[src/rtl/csk_pkg.sv]
// -----------------------------------------------------------------------------
// csk_pkg
// Shared definitions for the pipelined carry-skip adder/subtractor:
//   - default parameter values (WIDTH 32, BLK 4, STAGES 2)
//   - derived constants: csk_nblk() = WIDTH/BLK, csk_bps() = NBLK/STAGES
//   - csk_legal(): the parameter legality check used at elaboration
// Optional build macro used by the top level: CSK_STATUS_FLAGS_EN.
// -----------------------------------------------------------------------------
package csk_pkg;

    localparam int WIDTH_DEF  = 32;
    localparam int BLK_DEF    = 4;
    localparam int STAGES_DEF = 2;

    // Number of carry-skip blocks across the full operand width.
    function automatic int csk_nblk(input int width, input int blk);
        return width / blk;
    endfunction

    // Blocks handled by each pipeline stage.
    function automatic int csk_bps(input int width, input int blk, input int stages);
        return (width / blk) / stages;
    endfunction

    // Width must split into whole blocks and blocks must split evenly over stages.
    function automatic bit csk_legal(input int width, input int blk, input int stages);
        return (blk > 0) && (stages > 0) && (width >= blk) &&
               (width % blk == 0) && ((width / blk) % stages == 0);
    endfunction

endpackage

[src/rtl/csk_skip_block.sv]
// -----------------------------------------------------------------------------
// csk_skip_block
// One BLK-bit carry-skip block: internal ripple carry plus the skip mux that
// forwards the block carry-in straight to the carry-out when every bit
// propagates.
// Ports:
//   a, b  in  BLK  operand slices (b already inverted for subtract)
//   cin   in  1    block carry-in
//   sum   out BLK  block sum slice
//   cout  out 1    block carry-out (skip or ripple)
// -----------------------------------------------------------------------------
module csk_skip_block
    import csk_pkg::*;
#(
    parameter int BLK = BLK_DEF
) (
    input  logic [BLK-1:0] a,
    input  logic [BLK-1:0] b,
    input  logic           cin,
    output logic [BLK-1:0] sum,
    output logic           cout
);

    logic [BLK-1:0] p;
    logic           ripple;

    assign p = a ^ b;

    always_comb begin
        logic c;
        c   = cin;
        sum = '0;
        for (int i = 0; i < BLK; i++) begin
            sum[i] = p[i] ^ c;
            c      = (a[i] & b[i]) | (p[i] & c);
        end
        ripple = c;
    end

    // When the whole block propagates, the ripple result equals cin anyway;
    // the mux only shortens the critical path through this block.
    assign cout = (&p) ? cin : ripple;

endmodule

[src/rtl/csk_adder_pipe.sv]
// -----------------------------------------------------------------------------
// csk_adder_pipe
// Pipelined carry-skip adder/subtractor with valid/ready handshake and full
// backpressure. STAGES register stages, each resolving BPS skip blocks; the
// carry between stages is registered, and not-yet-used operand bits travel
// with the partial sum.
// Ports:
//   clk, rst_n          clock (rising edge), asynchronous active-low reset
//   in_valid/in_ready   input beat handshake
//   in_a, in_b          operands (WIDTH)
//   in_cin              carry-in, ignored when in_sub=1
//   in_sub              1: A-B, 0: A+B+cin
//   out_valid/out_ready result handshake
//   out_sum, out_cout   result and MSB carry (subtract: 1 = no borrow)
//   out_ovf, out_zero   signed overflow / zero result, only when
//                       CSK_STATUS_FLAGS_EN is defined
// -----------------------------------------------------------------------------
module csk_adder_pipe
    import csk_pkg::*;
#(
    parameter int WIDTH  = WIDTH_DEF,
    parameter int BLK    = BLK_DEF,
    parameter int STAGES = STAGES_DEF
) (
    input  logic             clk,
    input  logic             rst_n,
    input  logic             in_valid,
    output logic             in_ready,
    input  logic [WIDTH-1:0] in_a,
    input  logic [WIDTH-1:0] in_b,
    input  logic             in_cin,
    input  logic             in_sub,
    output logic             out_valid,
    input  logic             out_ready,
    output logic [WIDTH-1:0] out_sum,
    output logic             out_cout
`ifdef CSK_STATUS_FLAGS_EN
    ,
    output logic             out_ovf,
    output logic             out_zero
`endif
);

    localparam int NBLK = csk_nblk(WIDTH, BLK);
    localparam int BPS  = csk_bps(WIDTH, BLK, STAGES);
    localparam int SW   = BPS * BLK;
    localparam int L    = STAGES - 1;
    localparam logic [WIDTH-1:0] ONES = '1;

    if (!csk_legal(WIDTH, BLK, STAGES)) begin : g_illegal
        $error("csk_adder_pipe: WIDTH must be a multiple of BLK and NBLK a multiple of STAGES");
    end

    logic                          en;
    logic [STAGES-1:0]             vld_p, c_p;
    logic [STAGES-1:0][WIDTH-1:0]  a_p, b_p, sum_p;

    // Per-stage combinational view: what stage k sees and what it produces.
    logic [STAGES-1:0]             st_v, st_c, st_cout;
    logic [STAGES-1:0][WIDTH-1:0]  st_a, st_b, st_s, st_sum;
    logic [WIDTH-1:0]              blk_sum;

    // One global enable: the whole pipe advances or the whole pipe holds.
    assign en       = ~vld_p[L] | out_ready;
    assign in_ready = en;

    for (genvar k = 0; k < STAGES; k++) begin : g_stage
        localparam logic [WIDTH-1:0] MASK = (ONES >> (WIDTH - SW)) << (k * SW);

        if (k == 0) begin : g_first
            assign st_v[k] = in_valid;
            assign st_a[k] = in_a;
            assign st_b[k] = in_sub ? ~in_b : in_b;
            assign st_c[k] = in_sub | in_cin;
            assign st_s[k] = '0;
        end else begin : g_next
            assign st_v[k] = vld_p[k-1];
            assign st_a[k] = a_p[k-1];
            assign st_b[k] = b_p[k-1];
            assign st_c[k] = c_p[k-1];
            assign st_s[k] = sum_p[k-1];
        end

        // Lower slices pass through; this stage's slice is filled in.
        assign st_sum[k]  = (st_s[k] & ~MASK) | (blk_sum & MASK);
        assign st_cout[k] = g_blk[(k + 1) * BPS - 1].cout;
    end

    for (genvar i = 0; i < NBLK; i++) begin : g_blk
        localparam int S = i / BPS;
        logic cin;
        logic cout;

        if (i % BPS == 0) begin : g_stage_cin
            assign cin = st_c[S];
        end else begin : g_chain_cin
            assign cin = g_blk[i-1].cout;
        end

        csk_skip_block #(.BLK(BLK)) u_blk (
            .a    (st_a[S][i*BLK +: BLK]),
            .b    (st_b[S][i*BLK +: BLK]),
            .cin  (cin),
            .sum  (blk_sum[i*BLK +: BLK]),
            .cout (cout)
        );
    end

    // ---- stage registers (stage k output = register index k) ----
    always_ff @(posedge clk or negedge rst_n) begin
        if (!rst_n) begin
            vld_p <= '0;
            c_p   <= '0;
            a_p   <= '0;
            b_p   <= '0;
            sum_p <= '0;
        end else if (en) begin
            vld_p <= st_v;
            c_p   <= st_cout;
            a_p   <= st_a;
            b_p   <= st_b;
            sum_p <= st_sum;
        end
    end

    assign out_valid = vld_p[L];
    assign out_sum   = sum_p[L];
    assign out_cout  = c_p[L];

`ifdef CSK_STATUS_FLAGS_EN
    logic ovf_p, zero_p;

    // Carry into the MSB is recovered from the MSB sum bit and its operands.
    always_ff @(posedge clk or negedge rst_n) begin
        if (!rst_n) begin
            ovf_p  <= 1'b0;
            zero_p <= 1'b0;
        end else if (en) begin
            ovf_p  <= st_a[L][WIDTH-1] ^ st_b[L][WIDTH-1] ^ st_sum[L][WIDTH-1] ^ st_cout[L];
            zero_p <= ~|st_sum[L];
        end
    end

    assign out_ovf  = ovf_p;
    assign out_zero = zero_p;
`endif

    // Operand bits already consumed by earlier stages are carried but unread.
    logic unused_ops;
    assign unused_ops = ^{a_p, b_p};

endmodule
[config.mk]
export PLATFORM = sky130hd
export DESIGN_NAME = csk_adder_pipe
export DESIGN_NICKNAME = d
export VERILOG_FILES = /design/src/rtl/csk_pkg.sv /design/src/rtl/csk_skip_block.sv /design/src/rtl/csk_adder_pipe.sv
export SDC_FILE = /design/constraint.sdc
export NUM_CORES = 1
export LEC_CHECK = 0
export CAP_MARGIN = 20
export CELL_PAD_IN_SITES_DETAIL_PLACEMENT = 1
export CELL_PAD_IN_SITES_GLOBAL_PLACEMENT = 2
export CORE_AREA = 2 2 130 132
export DETAILED_ROUTE_END_ITERATION = 8
export DIE_AREA = 0 0 132 134
export PLACE_DENSITY_LB_ADDON = 0.1
export SETUP_SLACK_MARGIN = 0.4
export SYNTH_ARGS = -nofsm -noshare
export SYNTH_HDL_FRONTEND = slang
export SYNTH_HIERARCHICAL = 1
export SYNTH_SLANG_ARGS = --single-unit
[constraint.sdc]
create_clock -name clk -period 5.7 [get_ports clk]
set_input_delay 0.57 -clock clk [delete_from_list [all_inputs] [get_ports clk]]
set_output_delay 0.57 -clock clk [all_outputs]
set_load 0.005 [all_outputs]
==> run metrics, run 1 <==
status finished with violations; reg2reg start a_p[16]; final hold slack ~0.21 ns; Reg-to-Reg End out_sum[31]; Final Hold Fails 0; Synth area leader dfrtp_1; grt ovf 0; worst rel slew slack between 40% and 50%; minimum clock period 6.40 ns; total number of yosys warnings 6; Cells after Synth 367; final slew viol count 0; syn nets 501; r2r setup slk -0.68 ns; core area approximately 16000 µm²; failing checks setup timing; setup ws final -0.704 ns; Crit. End Element register; clk slew on worst S/H paths ~0.06 ns; CP max stage delay 0.38 ns; Starting Density a little under a third; top-area cell type share of the netlist area about 41%; largest net degree at the start of global routing 52; Die ar. ~18000 µm²; fin crit share 112%; antenna viol nets, final 0; DIE HEIGHT 134 µm; # fillers ~1700; # clock sinks 84; Synth area leaders dfrtp_1 41%, mux2_4 14%, fa_1 13%; register area share after synthesis 41.3%; Crit Path Max Fanout 2; setup skew after layout ~0.007 ns; Final #Nets 653; PD cells approximately 350 nW/µm²; antenna diode count 0; layout cells sized above 1 between 40% and 50%; # hold bufs at CTS 0; CTS Buffer Depth 2; # DRC 0; vias in the first global route 3520; Die X around 130 µm; VDD IR-drop max approximately 0.14 mV; Pleak 3.44 nW; most used cell, CP fa_2; WL/cell ~14 µm; Worst R2R Path Depth 33; clock root buffer clkbuf_16; Worst-Skew Late Latency between 0.3 and 0.4 ns; final core occ a little over two fifths; number of CTS-inserted buffers 9; CTS tree built; # Max-Cap Violations 0; Total GRT Usage about 13%; standard-cell rows 47; drt initial violations 62; io pins 105; Pre-antenna DRT Iters 2; final WL 10700 µm; Worst setup SP type input pin; mean number of vias per cell between 4 and 5; number of port buffers 104; initial antenna violation count 0; number of synthesized register bits 84; global-route wire length before repair approximately 18000 µm; final setup violation count 8; Vias just over 3000; CP max stage cell fa_2; Worst Tran Pin Value ~0.90 ns; mapped cell area between 5000 and 6000 µm²; HPWL Detailed 7520 µm; Yosys cell types 15; critical path class in2reg; Placer Congestion approximately 0.77; Worst EP required approximately 6 ns; H-tree depth 3; crit path DAT 6.68 ns; Avg Inst Size Synth around 14 µm²; RSZ-0062 raised after global routing true; fmax between 0.15 and 0.2 GHz; type of the tightest min-delay check in2async; Area Growth Syn to Fin 40.0%
cell type report:
class	count	area [µm²]	share of cell area [%]
Sequential cell	84	2100	29.5
Multi-Input combinational cell	198	2720	38.2
Inverter	72	270	3.79
Clock buffer	13	260	3.65
Tap cell	220	275	3.86
Timing Repair Buffer	154	1480	20.8
Clock inverter	2	10.0	0.140
Yosys cell counts:
cell,instances
nand2b_1,1
mux2i_1,8
ha_1,32
inv_1,72
dfrtp_1,84
xor2_1,32
fa_1,32
mux2_4,48
buf_2,3
or2_2,1
mux2_2,35
buf_4,1
nand4_1,8
nand2b_4,1
buf_6,9
placed cells by master, fill, tap and decap left out:
cell type        netlist  layout
fa_2                   0      32
mux2i_2                0       1
nand2b_4               1       1
inv_1                 72      49
inv_2                  0      23
nand2b_1               1       1
mux2_2                35      27
or2_4                  0       1
clkdlybuf4s50_1        0      98
xor2_2                 0       2
mux2_4                48      56
clkbuf_1               0       2
xor2_1                32      30
clkinv_2               0       2
buf_8                  0       1
dlygate4sd2_1          0       2
nand4_1                8       8
clkbuf_8               0       2
clkbuf_16              0       9
mux2i_1                8       7
buf_6                  9      19
dfrtp_1               84      84
buf_4                  1      34
ha_1                  32      32
critical path, delay by kind of cell:
kind                     cells  cell delay [ns]
multiplexers                 5             0.68
adder cells (fa/ha/maj)     12             3.12
buffers and inverters       24             2.12
XOR/XNOR                     1             0.16
where the power goes:
part | switching [mW] | leakage, nW | total, mW | internal [mW]
Combinational | 0.351 | 2.32 | 1.06 | 0.707
Sequential | 0.120 | 0.978 | 0.910 | 0.790
Clock | 0.231 | 0.135 | 0.546 | 0.316
Total | 0.702 | 3.44 | 2.51 | 1.81
sequential cells by signal, summed over array words and instances (netlist names):
name	cells
b_p	16
c_p	2
vld_p	2
st_s	16
out_sum	32
a_p	16
cell families after synthesis:
group	share of synthesized area (%)
fa+ha+maj	20.5
mux	23.5
flops	41.3
simple gates	1.50
xor+xnor	5.51
buf+inv	7.75
routing by layer:
metal	routed length [µm]	vias to the layer above	GRT usage [%]
met1	4610	1506	15.5
met3	661	13	3.63
met5	0	-	0
li1	-	1437	-
met2	5160	72	21.7
met4	234	0	6.16
stage by stage:
| stage | setup TNS [ns] | total power [mW] | worst slack (ns) | instance area [µm²] | cells |
|---|---|---|---|---|---|
| 6_report | -3.68 | 2.51 | -0.704 | 7120 | 743 |
| 5_1_grt | -6.28 | 2.71 | -1.00 | 7120 | 743 |
| 4_1_cts | -5.03 | 2.54 | -1.02 | 7060 | 741 |
| 3_5_place_dp | -7.40 | 1.87 | -1.49 | 6540 | 700 |
| 3_3_place_gp | -6.87 | 1.86 | -1.39 | 6540 | 700 |
| 2_1_floorplan | -2.94 | 1.42 | -0.899 | 5200 | 367 |
worst max path at each step:
stage | from | to | slack, ns | cells after the start
after floorplan | in_sub | st_s[47] | -0.90 | 36
after global placement | in_b[0] | st_s[47] | -1.39 | 35
after detailed placement | in_b[0] | st_s[47] | -1.49 | 35
after CTS | in_sub | st_s[47] | -1.02 | 35
after global routing | in_b[0] | c_p[0] | -1.00 | 42
final | in_b[0] | c_p[0] | -0.70 | 42
what timing repair did:
item,4_1_cts,5_1_grt
setup buffers,26,2
endpoints found under the setup margin,11,11
resized for setup,31,16
pin swaps,19,17
No activity file was read; power rests on OpenSTA's default activity.
==> run 2: changes to the inputs <==
--- a/config.mk
+++ b/config.mk
@@ -5,12 +5,13 @@
 export SDC_FILE = /design/constraint.sdc
 export NUM_CORES = 1
 export LEC_CHECK = 0
+export ABC_AREA = 1
 export CAP_MARGIN = 20
 export CELL_PAD_IN_SITES_DETAIL_PLACEMENT = 1
 export CELL_PAD_IN_SITES_GLOBAL_PLACEMENT = 2
-export CORE_AREA = 2 2 130 132
+export CORE_AREA = 2 2 167 120
 export DETAILED_ROUTE_END_ITERATION = 8
-export DIE_AREA = 0 0 132 134
+export DIE_AREA = 0 0 169 122
 export PLACE_DENSITY_LB_ADDON = 0.1
 export SETUP_SLACK_MARGIN = 0.4
 export SYNTH_ARGS = -nofsm -noshare
==> run 2 against run 1 <==
  * The flow still finishes with violations (setup timing)
  * Via count up 30%
  * Sequential share of layout area grew 1.0 points
  * Clock-buffer cell count did not move
  * Non-clock buffer count fell by 23
  * Critical path type unchanged
  * Largest power group is now registers
==> run metrics, run 2 <==
status finished with violations; failing checks setup timing; Die X approximately 170 µm; Worst R2R Path Depth 40; initial antenna violation count 0; Worst-Skew Late Latency ~0.34 ns; sequential cell area 2100 µm²; RSZ-0062 raised after global routing true; number of port buffers about 100; reg2reg start a_p[16]; fmax approximately 0.15 GHz; WL/cell between 10 and 15 µm; Avg Inst Size Synth 8.37 µm²; placed cell area between 6000 and 7000 µm²; final setup violation count 7; vias in the first global route 4343; Yosys cell types 17; # clock sinks 84; CP max stage cell fa_2; # Max-Cap Violations 0; antenna diode count 0; Cells after Synth between 600 and 700; worst rel slew slack 34.2%; Worst EP required roughly 6.0 ns; io pins ~110; CP max stage delay 0.43 ns; Area Growth Syn to Fin 36.6%; total number of yosys warnings 6; Final Hold Fails 0; grt ovf 0; fin crit share 114%; critical path class in2reg; CTS tree built; Crit. End Element register; core area slightly below 20000 µm²; setup ws final -0.805 ns; syn nets about 740; top-area cell type share of the netlist area a little over two fifths; VDD IR-drop max 0.117 mV; Synth top cells by count 232 x nand2_1, 115 x inv_1, 84 x dfrtp_1, 33 x o21ai_0; # fillers ~2300; mean number of vias per cell approximately 4; post-route cell area approximately 6900 µm²; CTS Buffer Depth 2; type of the tightest min-delay check in2async; final WL roughly 12000 µm; HPWL Detailed 9090 µm; Vias about 3900; Worst Tran Pin Value 0.985 ns; mapped cell area around 5000 µm²; max reg flops 32; minimum clock period ~6.5 ns; Final #Nets approximately 860; Synth area leaders dfrtp_1 42%, nand2_1 17%, fa_1 13%; Pleak around 3.5 nW; Worst setup SP type input pin; register area share after synthesis 41.7%; # DRC 0; Pre-antenna DRT Iters 3; Reg-to-Reg End out_sum[31]; most used cell, CP fa_2; layout cells sized above 1 between 10% and 20%; Placer Congestion 0.736; EDFF count, synth 0; global-route wire length before repair roughly 21000 µm; setup skew after layout about 0.0085 ns; most common cell after layout, fill and taps aside nand2_1; fraction of synthesis flops using an asynchronous set or reset pin 100%; Synth area leader dfrtp_1; antenna viol nets, final 0; PD cells around 330 nW/µm²; most frequent cells in the layout 230 x nand2_1, 98 x clkdlybuf4s50_1, 84 x dfrtp_1; number of synthesized register bits between 80 and 90; number of CTS-inserted buffers 9; final slew viol count 0; Synth Flop Type dfrtp_1; clk slew on worst S/H paths about 0.060 ns; crit path DAT approximately 6.8 ns; Crit Path Max Fanout 4; largest net degree at the start of global routing 87; Starting Density between 20% and 30%; final hold slack 0.210 ns; area of the multi-input gates between 2000 and 3000 µm²; r2r setup slk -0.58 ns; standard-cell rows 43; Die ar. 20600 µm²; drt initial violations 142; post-route insts no fill about 1000; Placed Cells around 950; clock root buffer clkbuf_16; count leader, synth nand2_1; H-tree depth 3; Total GRT Usage a little over an eighth; DIE HEIGHT approximately 120 µm
[run 2: cell types whose count changed after synthesis, moves of 4 or more]
| cell | previous run | this run |
|---|---|---|
| nand3_1 | 0 | 16 |
| xor2_1 | 32 | 16 |
| nor2_1 | 0 | 8 |
| buf_2 | 3 | 16 |
| nand2_1 | 0 | 232 |
| mux2i_1 | 8 | 0 |
| o21ai_0 | 0 | 33 |
| inv_1 | 72 | 115 |
| clkbuf_1 | 0 | 4 |
| mux2_2 | 35 | 0 |
| nand4_1 | 8 | 0 |
| buf_6 | 9 | 0 |
| mux2_4 | 48 | 0 |
| o21ai_1 | 0 | 8 |
[run 2: logic make-up (layout without fill, tap and decap cells)]
| group | after synthesis | count (layout) | synth area share [%] |
|---|---|---|---|
| fa+ha+maj | 64 | 64 | 20.7 |
| xor+xnor | 16 | 16 | 2.78 |
| buf+inv | 138 | 263 | 10.8 |
| simple gates | 259 | 259 | 19.9 |
| flops | 84 | 84 | 41.7 |
| compound gates | 41 | 41 | 4.07 |
[run 2: per-layer routing]
layer	global-route usage, %	vias up	share of wire (%)
li1	-	1987	-
met2	22.4	55	47
met4	3.53	0	0.98
met3	3.15	9	2.9
met1	17.0	1879	49
met5	0	-	0
[run 2: critical path: cells and delay by family]
kind / cells / cell delay, ns
adder cells (fa/ha/maj): 16 / 4.48
buffers and inverters: 17 / 0.87
AND/OR/NAND/NOR: 5 / 0.55
AO/OA/AOI/OAI: 4 / 0.28
[run 2: report_power, final]
group | internal (mW) | switching [mW] | leakage, nW
Sequential | 0.765 | 0.104 | 1.01
Combinational | 0.441 | 0.392 | 2.36
Clock | 0.331 | 0.241 | 0.138
[run 2: worst max-delay path by stage]
stage,start,end,cells past startpoint
2_1_floorplan,in_sub,st_s[47],43
3_3_place_gp,in_cin,st_s[47],42
3_5_place_dp,in_b[0],st_s[47],42
4_1_cts,in_sub,st_s[47],42
5_1_grt,in_sub,st_s[47],42
6_report,in_sub,st_s[47],42
[run 2: through the flow]
step | utilization [%] | total power, mW | setup WS [ns] | setup TNS (ns)
after CTS | 35.6 | 2.33 | -0.898 | -3.83
after global routing | 35.7 | 2.50 | -1.15 | -6.16
after detailed placement | 33.9 | 1.71 | -1.62 | -8.13
final | 35.7 | 2.27 | -0.805 | -3.40
after floorplan | - | 1.27 | -0.839 | -2.67
after global placement | 33.9 | 1.69 | -1.45 | -6.79
[run 2: what timing repair did]
item                       in CTS  in global routing
setup buffers                   4                  1
hold buffers                    0                  0
pin swaps                       9                  8
setup endpoints to repair      11                 11
gates resized for setup        24                 14
[run 2: final cells by class]
class | count | share of cell area [%]
flip-flops and latches | 84 | 30.6
multi-input cells | 380 | 36.5
inverters | 116 | 6.33
clock buffers | 13 | 3.93
repair buffers | 131 | 17.9
clock inverters | 3 | 0.291
well taps | 247 | 4.49
==> run 3: changes to the inputs <==
--- a/config.mk
+++ b/config.mk
@@ -12,6 +12,7 @@
 export CORE_AREA = 2 2 167 120
 export DETAILED_ROUTE_END_ITERATION = 8
 export DIE_AREA = 0 0 169 122
+export HOLD_SLACK_MARGIN = 0.03
 export PLACE_DENSITY_LB_ADDON = 0.1
 export SETUP_SLACK_MARGIN = 0.4
 export SYNTH_ARGS = -nofsm -noshare
==> results of run 3 <==
The final DEF is identical to that of run 2; final timing and power are the same.
